## src/rtl/fetch_pkg.sv

```systemverilog
// fetch_pkg: shared encodings and defaults for the fetch stage.
// Imported by fetch_sequencer and pc_counter.
package fetch_pkg;

  localparam int          ADDR_W_D    = 8;
  localparam int          DATA_W_D    = 16;
  localparam logic [15:0] HALT_INSN_D = 16'hE000;

  typedef enum logic [2:0] {
    IDLE,
    REQ,
    LOAD,
    START,
    WBUSY,
    WDONE,
    HALT
  } state_t;

  function automatic logic [15:0] sat_inc16(
    input logic [15:0] v
  );
    return (v == 16'hFFFF) ? v : v + 16'd1;
  endfunction

endpackage

```

## src/rtl/pc_counter.sv

```systemverilog
// pc_counter: program counter with async clear and wrapping increment.
// Advances by one on each retired instruction.
module pc_counter
  import fetch_pkg::*;
#(
  parameter int ADDR_W = ADDR_W_D
) (
  input  logic              clk,
  input  logic              reset,
  input  logic              i_inc,
  output logic [ADDR_W-1:0] o_pc
);

  logic [ADDR_W-1:0] r_pc;

  always_ff @(posedge clk or negedge reset) begin
    if (!reset) begin
      r_pc <= '0;
    end else if (i_inc) begin
      r_pc <= r_pc + 1'b1;
    end
  end

  assign o_pc = r_pc;

endmodule

```

## src/rtl/fetch_sequencer.sv

```systemverilog
// fetch_sequencer: fetches instructions over req/ack and
// hands them to the cpu via load/s, then waits on w.
module fetch_sequencer
  import fetch_pkg::*;
#(
  parameter int                ADDR_W    = ADDR_W_D,
  parameter int                DATA_W    = DATA_W_D,
  parameter logic [DATA_W-1:0] HALT_INSN = HALT_INSN_D
) (
  input  logic              clk,
  input  logic              reset,
  input  logic              run,
  output logic              mem_req,
  output logic [ADDR_W-1:0] mem_addr,
  input  logic              mem_ack,
  input  logic [DATA_W-1:0] mem_rdata,
  output logic [DATA_W-1:0] ir_data,
  output logic              ir_load,
  output logic              cpu_s,
  input  logic              cpu_w,
  output logic [ADDR_W-1:0] pc,
  output logic [15:0]       retired,
  output logic              halted
);

  state_t            r_state;
  state_t            w_next;
  logic              w_retire;
  logic              w_take;
  logic [DATA_W-1:0] r_ir;
  logic              r_ir_load;
  logic              r_s;
  logic              r_halted;
  logic [15:0]       r_retired;
  logic [ADDR_W-1:0] w_pc;

  assign w_take = (r_state == REQ) && mem_ack;

  always_comb begin
    w_next   = r_state;
    w_retire = 1'b0;
    unique case (r_state)
      IDLE:  if (run && cpu_w) w_next = REQ;
      REQ:   if (mem_ack) w_next = LOAD;
      LOAD:  w_next = (r_ir == HALT_INSN) ? HALT : START;
      START: w_next = WBUSY;
      WBUSY: if (!cpu_w) w_next = WDONE;
      WDONE: begin
        if (cpu_w) begin
          w_retire = 1'b1;
          w_next   = run ? REQ : IDLE;
        end
      end
      HALT:  w_next = HALT;
      default: w_next = IDLE;
    endcase
  end

  // Strobes are decided one edge early so they are registered
  // yet high during the LOAD / START cycle itself.
  always_ff @(posedge clk or negedge reset) begin
    if (!reset) begin
      r_state   <= IDLE;
      r_ir      <= '0;
      r_ir_load <= 1'b0;
      r_s       <= 1'b0;
      r_halted  <= 1'b0;
      r_retired <= '0;
    end else begin
      r_state   <= w_next;
      r_ir_load <= w_take && (mem_rdata != HALT_INSN);
      r_s       <= (w_next == START);
      if (w_take) r_ir <= mem_rdata;
      if (w_next == HALT) r_halted <= 1'b1;
      if (w_retire) r_retired <= sat_inc16(r_retired);
    end
  end

  pc_counter #(
    .ADDR_W (ADDR_W)
  ) u_pc (
    .clk   (clk),
    .reset (reset),
    .i_inc (w_retire),
    .o_pc  (w_pc)
  );

  assign mem_req  = (r_state == REQ);
  assign mem_addr = w_pc;
  assign pc       = w_pc;
  assign ir_data  = r_ir;
  assign ir_load  = r_ir_load;
  assign cpu_s    = r_s;
  assign retired  = r_retired;
  assign halted   = r_halted;

endmodule

```

## config.mk

```make
export PLATFORM = sky130hd
export DESIGN_NAME = fetch_sequencer
export DESIGN_NICKNAME = d
export VERILOG_FILES = /design/src/rtl/fetch_pkg.sv /design/src/rtl/pc_counter.sv /design/src/rtl/fetch_sequencer.sv
export SDC_FILE = /design/constraint.sdc
export NUM_CORES = 1
export LEC_CHECK = 0
export CAP_MARGIN = 15
export CORE_MARGIN = 2
export CORE_UTILIZATION = 30
export DETAILED_ROUTE_END_ITERATION = 8
export GPL_ROUTABILITY_DRIVEN = 1
export SKIP_CTS_REPAIR_TIMING = 1
export SLEW_MARGIN = 10
export SYNTH_ARGS = -nofsm -noshare
export SYNTH_HDL_FRONTEND = slang
export SYNTH_SLANG_ARGS = --single-unit
```

## constraint.sdc

```tcl
create_clock -name clk -period 1.7 [get_ports clk]
set_clock_uncertainty 0.15 [all_clocks]
set_input_delay 0.34 -clock clk [delete_from_list [all_inputs] [get_ports clk]]
set_output_delay 0.34 -clock clk [all_outputs]
set_load 0.02 [all_outputs]
```

# Word-level counts from Yosys, hierarchy flattened
# Index checks and enable logic that the tools add are counted.
[op_classes] bitwise=1 n_addsub=2 n_reduce_logical=5 eq_ne=11 n_mux=9
[ops] op="equality test 16 bit (second input constant)" count=2
[ops] op="case mux 3 bit (7 select lines)" count=1
[ops] op="adder 16 x 1 -> 16 bit (second input constant)" count=1
[ops] op="!= test 16 bit (second input constant)" count=1
[ops] op="two-way mux 3 bit" count=5
[ops] op="equality test 3 bit (second input constant)" count=4
[ops] op="equality test 3 x 2 -> 1 bit (second input constant)" count=3
[ops] op="adder 8 x 1 -> 8 bit (second input constant)" count=1
[ops] op="equality test 3 x 1 -> 1 bit (second input constant)" count=1
[ops] op="logical AND 1 bit" count=3
[ops] op="zero test 3 bit" count=1
[ops] op="two-way mux 1 bit" count=3
[ops] op="AND reduction 2 bit" count=1
[ops] op="NOT 1 bit" count=1
[word_totals] out_inout_bits=52 register_bits=46 inputBits=21

# Longest topological paths before layout
[depth] word_depth=4 ltp_mapped=6

# Cells and area by module
# From an unflattened synthesis, not the netlist that was laid out.
[hier_totals] cells_unflattened=180 area_unflattened_um2=2218.4
[by_module_without_submodules] module="fetch_sequencer" area_each_um2=1880.6 cells_each=154 n_inst=1 seq_area_each_um2=950.9
[by_module_without_submodules] module="pc_counter" area_each_um2=337.8 cells_each=26 n_inst=1 seq_area_each_um2=200.2

# Worst setup path after synthesis
# Ideal clock, no wire load.
[synth_timing] path_type="reg2reg" startpoint="reg r_state[0]" endpoint="reg r_ir[10] (netlist: ir_data[10])" setup_time_ps=125 arrival_ps=1912 path_buffers=3 period_less_slack_ps=2187 required_time_ps=1425 path_stages_with_launch=7 setup_slack_ps=-487 cell_sequence="dfrtp_1 -> clkbuf_2 -> nor3b_1 -> and2_1 -> buf_4 -> buf_6 -> mux2_2"
[synth_between] elab_chain_len=2
[synth_lines] element="from (decl)" line_no="fetch_sequencer.sv:26" text="state_t r_state;"
[synth_lines] element="from (signal assigned)" line_no="fetch_sequencer.sv:70" text="r_state <= w_next;"
[synth_lines] element="equality test 3 x 1 -> 1 bit"
[synth_lines] element="named net mem_req" line_no="fetch_sequencer.sv:13" text="output logic mem_req,"
[synth_lines] element="logical AND 1 bit" line_no="fetch_sequencer.sv:37" text="assign w_take = (r_state == REQ) && mem_ack;"
[synth_lines] element="to (signal assigned)" line_no="fetch_sequencer.sv:73" text="if (w_take) r_ir <= mem_rdata;"
[synth_lines] element="to (decl)" line_no="fetch_sequencer.sv:30" text="logic [DATA_W-1:0] r_ir;"
# The timed path passes the listed nets, and every way through them passes these cells.
# A chain may end at the register's enable or synchronous reset.

# Worst setup path in the final report
[layout_timing] startpoint="reg r_retired[1] (netlist: retired[1])" endpoint="reg r_retired[1] (netlist: retired[1])"
[layout_between] elab_chain_len=3 elab_cells_between_ends=4 classes_between="add/sub: 1; eq/ne: 1; bitwise: 1; reduce/logical: 1"
[layout_lines] element="from (decl)" line_no="fetch_sequencer.sv:34" text="logic [15:0] r_retired;"
[layout_lines] element="from (signal assigned)" line_no="fetch_sequencer.sv:75" text="if (w_retire) r_retired <= sat_inc16(r_retired);"
[layout_lines] element="branches (longest 3 deep; another with adder 16 x 1 -> 16 bit)"
# Several ways; the timed one is not identified.

==> flow_metrics.py <==
metrics = {
    "logic_synthesis": {
        "seq_area_frac_synth_pct": 53.6,
        "yosysWarnings": 0,
        "synth.avg_cell_area_um2": 12.1,
        "synthesis.instances": 177,
        "yosysTopAreaCell": "dfrtp_1",
        "post_synth_num_cell_types": 40,
        "synthesis.area_um2": 2150,
        "synth_edf_count": 0,
        "synthFlopType": "dfrtp_1",
        "synth-async-reset-ratio_pct": 100,
        "yosysTopAreaCellShare_pct": 53.6,
        "synth_seq_cells": 46,
        "synthTopCellsByArea": "dfrtp_1 54%, mux2_2 8.9%, xnor2_1 6.9%",
        "synth_fp_nets": 200,
    },
    "sta": {
        "setup_violations": 4,
        "final.setup.worst_slack_ns": -0.0575,
        "hold_violations": 0,
        "finalCritPeriodShare_pct": 103,
        "period_minus_slack_ns": 1.76,
        "hold-worst-slack_ns": 0.322,
        "clock.fmax_mhz": 569,
        "slew_viol_final": 0,
        "slew_headroom_pct": 78.2,
        "tightestPinTransition_ns": 0.323,
        "rsz0062_at_grt": "true",
    },
    "pwr": {
        "p_per_area_nw_per_um2": 1260,
        "vdd_drop_max_mv": 0.449,
        "power.leakage_nw": 2.25,
    },
    "global_routing": {
        "grt_pass1_wl_mm": 8.37,
        "grt_overflow_total": 0,
        "grt_util_all_layers_pct": 13.9,
        "antenna_found_initial": 0,
        "grt_pass1_vias": 1783,
        "grt_max_degree": 47,
    },
    "setup_path": {
        "path_cells": "ha_4, nand3_4, or3_4, o21a_4, mux2_4",
        "cp.required_ns": 1.73,
        "critical_path.top_delay_family": "simple AND/OR/NAND/NOR gates",
        "crit_slowest_cell": "dfrtp_2",
        "slowest_delay_ns": 0.40,
        "cp_max_fo": 3,
        "crit_arrival_ns": 1.79,
        "timing.critical_path.buf_inv": 0,
        "critPathKind": "reg2reg",
        "cp-end-kind": "register",
        "cp-start-kind": "register",
    },
    "clock_network": {
        "cts_root_buffer": "clkbuf_8",
        "cts_made_buffers": 5,
        "htree_levels": 2,
        "clock_latency_ns": 0.29,
        "cts_tree": "done",
        "clk_pin_slew_ns": 0.08,
        "cts_buffer_depth": 2,
        "cts.sinks": 46,
    },
    "placement": {
        "place_congestion": 0.743,
        "io_buffers": 72,
        "placed_cell_area_um2": 3270,
        "hpwl_mm": 3.87,
    },
    "floorplan": {
        "die_w_um": 88.6,
        "die_y_um": 88.6,
        "initial_utilization_pct": 31.3,
        "fp.dieArea_um2": 7850,
        "core-area_um2": 6870,
        "rows": 30,
        "ios": 73,
    },
    "final_layout": {
        "area_delta_synth_final_pct": 70.0,
        "regArea_um2": 1170,
        "fin_util_pct": 53.2,
        "multi_input_area_um2": 1040,
        "num-fill-cells": 609,
        "fin_area_um2": 3650,
        "final_nets": 314,
        "n_antenna_cell": 0,
        "drive_gt1_share_pct": 34.9,
    },
    "drt": {
        "drc": 0,
        "totalWireLength_mm": 5.32,
        "first_iter_violations": 16,
        "routedWlPerCell_um": 13.7,
        "viasPerCell": 4.61,
        "ant_nets": 0,
        "num_vias": 1788,
        "firstDrtPassIters": 4,
    },
    "status": {
        "violations": "negative setup slack",
        "status": "finished with violations",
    },
    "hold_path": {
        "hold_path_class": "reg2reg",
    },
    "flow_run": {
        "cap_violations": 0,
    },
}
state kept, by name (all words and copies together), names as in the netlist:
register / cells
cpu_s: 1
halted: 1
ir_data: 16
ir_load: 1
r_state: 3
retired: 16
u_pc.o_pc: 8
Yosys cell counts, drive strengths merged (2+ instances only):
library cell / count
dfrtp: 46
mux2: 18
xnor2: 17
nand2: 14
buf: 11
nand3: 10
nand4: 9
nor4: 6
and3: 5
nor2: 5
o211ai: 4
xor2: 3
and2: 2
clkbuf: 2
ha: 2
o21ai: 2
o21bai: 2
logic make-up (layout without fill, tap and decap cells):
| logic type | count (synthesis) | in the layout | share of synthesized area (%) |
|---|---|---|---|
| compound gates | 14 | 14 | 5.30 |
| xor+xnor | 20 | 20 | 8.16 |
| fa+ha+maj | 2 | 2 | 1.17 |
| buf+inv | 13 | 128 | 4.60 |
| flops | 46 | 46 | 53.6 |
| mux | 19 | 19 | 10.1 |
| simple gates | 63 | 63 | 17.1 |
where the power goes:
| group | internal, mW | switching [mW] | total (mW) |
|---|---|---|---|
| Clock | 0.291 | 0.349 | 0.640 |
| Combinational | 1.26 | 1.01 | 2.27 |
| Sequential | 1.42 | 0.283 | 1.70 |
stage by stage:
stage	std cells	TNS [ns]	setup slack [ns]	power, mW
floorplan	177	-1.19	-0.186	2.86
global placement	371	-6.29	-0.362	3.85
detailed placement	371	-6.55	-0.477	3.88
CTS	379	-8.25	-0.457	4.55
global route	388	-0.826	-0.116	4.89
finish	388	-0.107	-0.0575	4.61
layer usage:
| layer | share of wire, % | wire length, um | GRT usage, % |
|---|---|---|---|
| met4 | 0.96 | 51 | 4.13 |
| met1 | 45 | 2410 | 18.3 |
| met2 | 51 | 2690 | 23.0 |
| met3 | 3.2 | 170 | 3.08 |
| met5 | 0 | 0 | 0 |
layout make-up:
cell class                      instances  share of cell area (%)
Sequential cell                        46                    31.9
Clock buffer                            7                    2.09
Multi-Input combinational cell        118                    28.5
Timing Repair Buffer                  120                    34.0
Tap cell                               96                    3.29
Clock inverter                          1                   0.206
cells in the final DEF (no fill, tap or decap), types with 2 or more instances in the layout:
| cell | n |
|---|---|
| nor4_4 | 2 |
| clkbuf_1 | 2 |
| nand4_1 | 9 |
| dfrtp_2 | 12 |
| clkdlybuf4s50_1 | 18 |
| buf_6 | 8 |
| mux2_2 | 8 |
| o21ai_0 | 2 |
| nand2_1 | 14 |
| dfrtp_1 | 34 |
| and3_1 | 5 |
| o21bai_1 | 2 |
| clkbuf_8 | 5 |
| xnor2_1 | 17 |
| mux2_4 | 10 |
| nand3_1 | 9 |
| buf_4 | 39 |
| nor4_2 | 2 |
| dlymetal6s2s_1 | 51 |
| o211ai_1 | 4 |
| xor2_1 | 3 |
| nor4_1 | 2 |
| nor2_1 | 4 |
worst paths after layout:
path                                             start                      end  slack [ns]  cells after the start
worst min-delay path                halted$_DFFE_PN0N_       halted$_DFFE_PN0N_        0.32                      1
worst max register to register  retired[1]$_DFFE_PN0P_   retired[1]$_DFFE_PN0P_       -0.06                      5
worst min register to register      halted$_DFFE_PN0N_       halted$_DFFE_PN0N_        0.32                      1
worst max-delay path            retired[1]$_DFFE_PN0P_   retired[1]$_DFFE_PN0P_       -0.06                      5
min in group asynchronous                        reset   ir_data[3]$_DFFE_PN0P_        0.40                      3
max in group asynchronous                        reset  retired[13]$_DFFE_PN0P_        0.76                      3
worst reg2reg max path: stages (launching register included):
cell and delay [ns]:
dfrtp_2 0.40, ha_4 0.16, nand3_4 0.08, or3_4 0.36, o21a_4 0.22, mux2_4 0.29
No activity file was read; power rests on OpenSTA's default activity.
